### src/rtl/dac_sat_slew.sv
// Output conditioner for the PMOD DA2 path: clips the signed PI output to a programmable
// window, rate-limits each DAC step, and flags/counts clip and slew events.
module dac_sat_slew #(
  parameter int IN_W     = 16,
  parameter int OUT_W    = 12,
  parameter int U_MAX    = 3723,
  parameter int U_MIN    = 0,
  parameter int SLEW_RST = 0,
  parameter int CNT_W    = 8
) (
  input  logic             clk,
  input  logic             reset_b,
  input  logic             in_valid,
  input  logic [IN_W-1:0]  data_in,
  input  logic             cfg_load,
  input  logic [OUT_W-1:0] cfg_max,
  input  logic [OUT_W-1:0] cfg_min,
  input  logic [OUT_W-1:0] cfg_slew,
  input  logic             cnt_clr,
  output logic             out_valid,
  output logic [OUT_W-1:0] data_out,
  output logic             sat_hi,
  output logic             sat_lo,
  output logic             slew_lim,
  output logic             cfg_err,
  output logic [CNT_W-1:0] sat_count
);

  localparam int PAD = IN_W + 1 - OUT_W;

  logic [OUT_W-1:0] max_q, min_q, slew_q;

  // Sample and a snapshot of the active config are captured together, so a
  // cfg_load on the same edge only reaches later samples.
  logic             r0_valid;
  logic [IN_W-1:0]  r0_data;
  logic [OUT_W-1:0] r0_max, r0_min, r0_slew;

  logic             s1_valid;
  logic [OUT_W-1:0] s1_clip, s1_slew;
  logic             s1_hi, s1_lo;

  logic signed [IN_W:0] x_ext, max_ext, min_ext;
  logic [OUT_W-1:0]     clip_val;
  logic                 clip_hi, clip_lo;

  always_comb begin
    x_ext    = $signed({r0_data[IN_W-1], r0_data});
    max_ext  = $signed({{PAD{1'b0}}, r0_max});
    min_ext  = $signed({{PAD{1'b0}}, r0_min});
    clip_hi  = 1'b0;
    clip_lo  = 1'b0;
    clip_val = r0_data[OUT_W-1:0];
    if (x_ext > max_ext) begin
      clip_hi  = 1'b1;
      clip_val = r0_max;
    end else if (x_ext < min_ext) begin
      clip_lo  = 1'b1;
      clip_val = r0_min;
    end
  end

  logic signed [OUT_W:0] diff, s_ext;
  logic [OUT_W-1:0]      slew_next;
  logic                  slew_hit;

  // The step is measured against the value currently on the DAC, so the
  // result always lies between the old output and the clipped target.
  always_comb begin
    diff      = $signed({1'b0, s1_clip}) - $signed({1'b0, data_out});
    s_ext     = $signed({1'b0, s1_slew});
    slew_next = s1_clip;
    slew_hit  = 1'b0;
    if (s1_slew != '0 && diff > s_ext) begin
      slew_next = data_out + s1_slew;
      slew_hit  = 1'b1;
    end else if (s1_slew != '0 && diff < -s_ext) begin
      slew_next = data_out - s1_slew;
      slew_hit  = 1'b1;
    end
  end

  always_ff @(posedge clk) begin
    if (!reset_b) begin
      max_q     <= OUT_W'(U_MAX);
      min_q     <= OUT_W'(U_MIN);
      slew_q    <= OUT_W'(SLEW_RST);
      cfg_err   <= 1'b0;
      r0_valid  <= 1'b0;
      r0_data   <= '0;
      r0_max    <= '0;
      r0_min    <= '0;
      r0_slew   <= '0;
      s1_valid  <= 1'b0;
      s1_clip   <= '0;
      s1_slew   <= '0;
      s1_hi     <= 1'b0;
      s1_lo     <= 1'b0;
      out_valid <= 1'b0;
      data_out  <= OUT_W'(U_MIN);
      sat_hi    <= 1'b0;
      sat_lo    <= 1'b0;
      slew_lim  <= 1'b0;
      sat_count <= '0;
    end else begin
      cfg_err <= 1'b0;
      if (cfg_load) begin
        if (cfg_min <= cfg_max) begin
          max_q  <= cfg_max;
          min_q  <= cfg_min;
          slew_q <= cfg_slew;
        end else begin
          cfg_err <= 1'b1;
        end
      end

      r0_valid <= in_valid;
      r0_data  <= data_in;
      r0_max   <= max_q;
      r0_min   <= min_q;
      r0_slew  <= slew_q;

      s1_valid <= r0_valid;
      s1_clip  <= clip_val;
      s1_slew  <= r0_slew;
      s1_hi    <= clip_hi;
      s1_lo    <= clip_lo;

      out_valid <= s1_valid;
      if (s1_valid) begin
        data_out <= slew_next;
        sat_hi   <= s1_hi;
        sat_lo   <= s1_lo;
        slew_lim <= slew_hit;
      end

      if (cnt_clr) begin
        sat_count <= '0;
      end else if (s1_valid && (s1_hi || s1_lo) && sat_count != '1) begin
        sat_count <= sat_count + 1'b1;
      end
    end
  end

endmodule

### config.mk
export PLATFORM = sky130hd
export DESIGN_NAME = dac_sat_slew
export DESIGN_NICKNAME = d
export VERILOG_FILES = /design/src/rtl/dac_sat_slew.sv
export SDC_FILE = /design/constraint.sdc
export NUM_CORES = 1
export LEC_CHECK = 0
export ABC_CLOCK_PERIOD_IN_PS = 5000
export CORE_ASPECT_RATIO = 2
export CORE_MARGIN = 10
export CORE_UTILIZATION = 45
export DETAILED_ROUTE_END_ITERATION = 7
export GPL_ROUTABILITY_DRIVEN = 1
export MAX_ROUTING_LAYER = met4
export PLACE_DENSITY_LB_ADDON = 0.2
export SLEW_MARGIN = 25
export SYNTH_ARGS = -nofsm -noshare
export SYNTH_HDL_FRONTEND = slang
export SYNTH_SLANG_ARGS = --single-unit
export TNS_END_PERCENT = 1
### constraint.sdc
create_clock -name clk -period 5 [get_ports clk]
set_clock_uncertainty 0.1 [all_clocks]
set_input_delay 0.75 -clock clk [delete_from_list [all_inputs] [get_ports clk]]
set_output_delay 0.75 -clock clk [all_outputs]
set_load 0.01 [all_outputs]
==> Word level (Yosys, flattened, before mapping) <==
Cells that the tools add are included.
{ "op_classes": {"add_sub_neg": 5, "magnitude_cmp": 5, "eq_ne": 1, "muxes": 9, "bitwise": 1, "reduce_logical": 10} }
{ "op_table": {"columns": ["op", "count"], "rows": [
  ["$mux 12", 4],
  ["$gt 16x13->1", 1],
  ["$lt 16x13->1", 1],
  ["$gt 13x13->1", 1],
  ["$lt 13x13->1", 1],
  ["$neg 12->13", 1],
  ["$sub 12x12->13", 1],
  ["$add 12x12->12", 1],
  ["$le 12x12->1", 1],
  ["$reduce_bool 12->1", 1],
  ["$sub 12x12->12", 1],
  ["$add 8x1->8 const B", 1],
  ["$ne 8x8->1 const B", 1],
  ["$mux 1", 5],
  ["$logic_and 1x1->1", 4],
  ["$reduce_and 2->1", 2],
  ["$reduce_or 2->1", 2],
  ["$logic_or 1x1->1", 1],
  ["$not 1->1", 1]
]} }
{ "totals": {"reg_bits": 141, "inputBits": 57, "output_inout_bits": 25} }

==> Longest topological paths before layout <==
{ "logic_depth": {"ltp_word": 5, "ltp_mapped": 23, "mapped_depth_nobuf": 21} }

==> Worst setup path before layout <==
OpenSTA, ideal clock, no wires.
{ "synth_timing": {"path_type": "reg2reg", "start": "reg data_out[1]", "end": "reg data_out[2]", "arrival_ps": 3889, "setup_slack_ps": 894, "stages_incl_launch_ff": 22, "n_path_buf": 1, "period_less_slack_ps": 4106, "path_cell_list": "dfxtp_1 > inv_1 > ha_1 > nor2b_1 > o21ai_0 > nand2b_1 > a21oi_1 > o21ai_0 > a21o_1 > a21oi_1 > a2bb2oi_1 > a21oi_1 > xor2_1 > ha_1 > nor2_1 > nand2_1 > o211ai_1 > a211oi_1 > a311o_1 > buf_6 > o41a_1 > a32o_1"} }
{ "synth_between": {"elab_chain_len": 5, "word_cells_on_any_way": 9, "cone_classes": "add/sub (3); order compare (2); mux (2); reduce/logical (2)"} }
{ "synth_lines": {"columns": ["item", "line", "rtl"], "rows": [
  ["from (decl)", "21", "output logic [OUT_W-1:0] data_out,"],
  ["from (signal assigned)", "100", "data_out <= OUT_W'(U_MIN);"],
  ["from (signal assigned)", "131", "data_out <= slew_next;"],
  ["$sub 12x12->13", "70", "diff = $signed({1'b0, s1_clip}) - $signed({1'b0, data_out});"],
  ["$lt 13x13->1", "77", "end else if (s1_slew != '0 && diff < -s_ext) begin"],
  ["$logic_and 1x1->1", "77", null],
  ["$mux 12", "77", null],
  ["$mux 12 (*)", "74", "if (s1_slew != '0 && diff > s_ext) begin"]
]} }
Every way passes the cells marked *; elsewhere a longest branch is shown, timed or not.
A chain may end at the register's enable or synchronous reset.

==> Worst setup path in the final report <==
{ "layout_timing": {"start": "reg s1_clip[0]", "end": "reg data_out[10]"} }
{ "layout_between": {"elab_chain_len": 5, "word_cells_on_any_way": 7, "cone_classes": "add/sub (1); order compare (2); mux (2); reduce/logical (2)"} }
{ "layout_lines": {"columns": ["item", "line", "rtl"], "rows": [
  ["from (decl)", "40", "logic [OUT_W-1:0] s1_clip, s1_slew;"],
  ["from (signal assigned)", "124", "s1_clip <= clip_val;"],
  ["$sub 12x12->13 (*)", "70", null],
  ["$lt 13x13->1", "77", null],
  ["$logic_and 1x1->1", "77", null],
  ["$mux 12", "77", null],
  ["$mux 12 (*)", "74", null]
]} }
Marked as above.

==> run_results.csv <==
group,metric,value,unit
clock_tree,cts_root_buf,"clkbuf_16",
worst_setup_path,worst-setup-path-type,"reg -> reg",
cells_and_area,n_antenna_cell,0,
synth,syn-instance-count,874,
timing,fin_crit_sh,0.896,
clock_tree,htree_levels,4,
synth,ys_warn_count,0,
worst_setup_path,start_kind,"flop",
floorplan,die_area,23700,sq um
timing,fin_crit,4480,ps
timing,rsz0062_at_grt,"false",
worst_setup_path,end_kind,"flop",
global_routing,antenna_found_initial,0,
timing,tightest_slew,738,ps
cells_and_area,fin_nets,1105,
synth,synth-edff-count,0,
synth,ys_seq_area_frac,0.356,
cells_and_area,fillers,1596,
detailed_routing,avgViaCountPerCell,5.38,
detailed_routing,dr.first_iter.drc_count,252,
clock_tree,insertion_delay,420,ps
cells_and_area,areaGrowthSynthToFinish,20.5,%
power_and_ir_drop,ir_drop,0.255,mV
floorplan,die_w,114,microns
detailed_routing,wl,21000,microns
cells_and_area,fin_area,9560,sq um
power_and_ir_drop,seqPwrFrac,0.354,
power_and_ir_drop,power.switching,1.09,mW
global_routing,grt_pass1_vias,6642,
floorplan,ios,82,
clock_tree,cts.sinks,141,
place,placedInstanceArea,8970,sq um
timing,slew_headroom,0.508,
power_and_ir_drop,power.leakage,4.17,nW
clock_tree,cts.path.max_buffers,2,
global_routing,grt.overflow.total,0,
timing,drv_slew,0,
clock_tree,clk_pin_slew,60,ps
detailed_routing,first_pass_iters,4,
place,gp_congestion,0.989,
global_routing,track_usage,0.186,
floorplan,start_util,0.460,
clock_tree,numCtsBuffers,17,
place,port-buffer-count,81,
synth,avgSynthCellArea,9.08,sq um
power_and_ir_drop,clockPowerShare,0.351,
detailed_routing,wl_per_cell,17.8,microns
power_and_ir_drop,p_comb_frac,0.295,
floorplan,rows,68,
clock_tree,post-cts-setup-buffers,0,
synth,ys_ff_latch,141,
synth,yosysUniqueCellTypes,68,
timing,fin_tns_setup,0,ps
synth,syn-num-nets,1023,
floorplan,die_h,208,microns
timing,final-hold-violation-count,0,
floorplan,design.core.area,17300,sq um
detailed_routing,ant_nets,0,
outcome,outcome,"complete, no violations",
synth,async_reset_ff_frac,0,
cells_and_area,multi_input_area,4690,sq um
timing,max_freq,223,MHz
cells_and_area,regArea,2820,sq um
cells_and_area,drive_gt1_frac,0.0702,
power_and_ir_drop,netSwitchingFraction,0.312,
timing,setup_viol,0,
worst_setup_path,critical_path_arrival,4690,ps
detailed_routing,vias,6347,
run,cap_violations,0,
place,hpwl,17300,microns
hold_path,hp-class,"reg -> reg",
worst_setup_path,crit_path_max_fanout,7,
power_and_ir_drop,internal-power,2.40,mW
detailed_routing,drcViolationCount,0,
worst_setup_path,worstPathRequired,5210,ps
synth,synth_flop_cell,"dfxtp_1",
synth,synth.cell_area,7940,sq um
clock_tree,cts_tree,"done",
power_and_ir_drop,power_density,366,nW/um^2
global_routing,grt_pass1_wl,34200,microns
global_routing,grt_max_degree,84,
-- cell families (layout without fill, tap and decap cells) --
logic type,Yosys count,in the layout,share of synthesized area
AOI/OAI and AO/OA,170,170,0.143
xor gates and xnor gates,39,39,0.0448
adders and majority gates,94,94,0.151
buffers and inverters,110,205,0.0560
DFF,141,141,0.356
muxes,61,61,0.0771
and+or+nand+nor,259,259,0.173
-- per-layer routing --
metal  vias to the layer above  GRT usage  share of wire
met5                         -          -              0
met3                        71     0.0298          0.023
met1                      2943      0.159           0.34
met2                       145      0.352           0.57
met4                         0      0.125          0.067
li1                       3188          -              -
-- cell usage after synthesis (12+ instances only) --
cell      count  area share
dfxtp_1     141        0.36
ha_1         89        0.14
inv_1        78       0.037
nor2_1       70       0.033
and2_1       67       0.053
mux2i_1      60       0.076
a21oi_1      45       0.028
o21ai_0      36       0.023
xnor2_1      29       0.032
nand2_1      28       0.013
a21o_1       23       0.022
clkbuf_1     20      0.0095
nor2b_1      15       0.012
nor3_1       15      0.0095
nand4_1      13       0.010
nand3_1      12      0.0076
-- layout make-up --
class	count	share of cell area
clock inverters	14	0.0152
flip-flops and latches	141	0.295
multi-input cells	623	0.491
inverters	79	0.0310
repair buffers	94	0.0945
clock buffers	18	0.0459
well taps	210	0.0275
-- cells in the final DEF (no fill, tap or decap), types with 12 or more instances in the layout --
cell / count
a21o_1: 23
a21oi_1: 45
and2_1: 67
buf_4: 13
clkbuf_16: 17
clkdlybuf4s50_1: 80
dfxtp_1: 140
ha_1: 89
inv_1: 78
mux2i_1: 60
nand2_1: 28
nand3_1: 12
nand4_1: 13
nor2_1: 70
nor2b_1: 14
nor3_1: 14
o21ai_0: 36
xnor2_1: 29
-- sequential cells by signal, summed over array words and instances, names as in the netlist --
| register | flops |
|---|---|
| cfg_err | 1 |
| data_out | 12 |
| max_q | 12 |
| min_q | 12 |
| out_valid | 1 |
| r0_data | 16 |
| r0_max | 12 |
| r0_min | 12 |
| r0_slew | 12 |
| r0_valid | 1 |
| s1_clip | 12 |
| s1_hi | 1 |
| s1_lo | 1 |
| s1_slew | 12 |
| s1_valid | 1 |
| sat_count | 8 |
| sat_hi | 1 |
| sat_lo | 1 |
| slew_lim | 1 |
| slew_q | 12 |
-- timing repair --
item	CTS	global route
hold buffers	0	0
setup endpoints to repair	0	10
resized for setup	0	4
-- worst max-delay path, stage by stage (launching register included) --
cell and delay, ps:
dfxtp_1 430, inv_1 70, ha_1 210, fa_1 530, inv_1 70, ha_1 290
nor2b_1 140, o31ai_1 540, a2111oi_0 250, a311oi_1 370, maj3_1 270, nor3_2 60
o31ai_2 450, buf_4 240, o21ai_0 90, o221a_2 270
-- stage by stage --
step           setup slack, ps  total power [mW]  hold slack (ps)  utilization  cells
6_report                   519              3.50              327        0.554   1179
2_1_floorplan              894              1.98              312            -    874
5_1_grt                   76.7              3.69              343        0.554   1179
3_5_place_dp               271              2.28              318        0.519   1147
3_3_place_gp               347              2.28              314        0.519   1147
4_1_cts                    248              3.52              329        0.553   1179
-- power by group through the flow --
stage	Combinational, mW	Sequential [mW]	Clock, mW
after global placement	1.02	1.26	0
final	1.03	1.24	1.23
after detailed placement	1.02	1.26	0
after floorplan	0.736	1.24	0
after CTS	1.03	1.24	1.25
after global routing	1.14	1.25	1.31
-- worst paths after layout --
check                           startpoint  cells past startpoint           end  slack (ps)
worst min register to register  r0_slew[8]                      1    s1_slew[8]         330
worst min-delay path            r0_slew[8]                      1    s1_slew[8]         330
worst max register to register  s1_clip[0]                     15  data_out[10]         520
worst max-delay path            s1_clip[0]                     15  data_out[10]         520
Power figures use the tool's default switching activity.
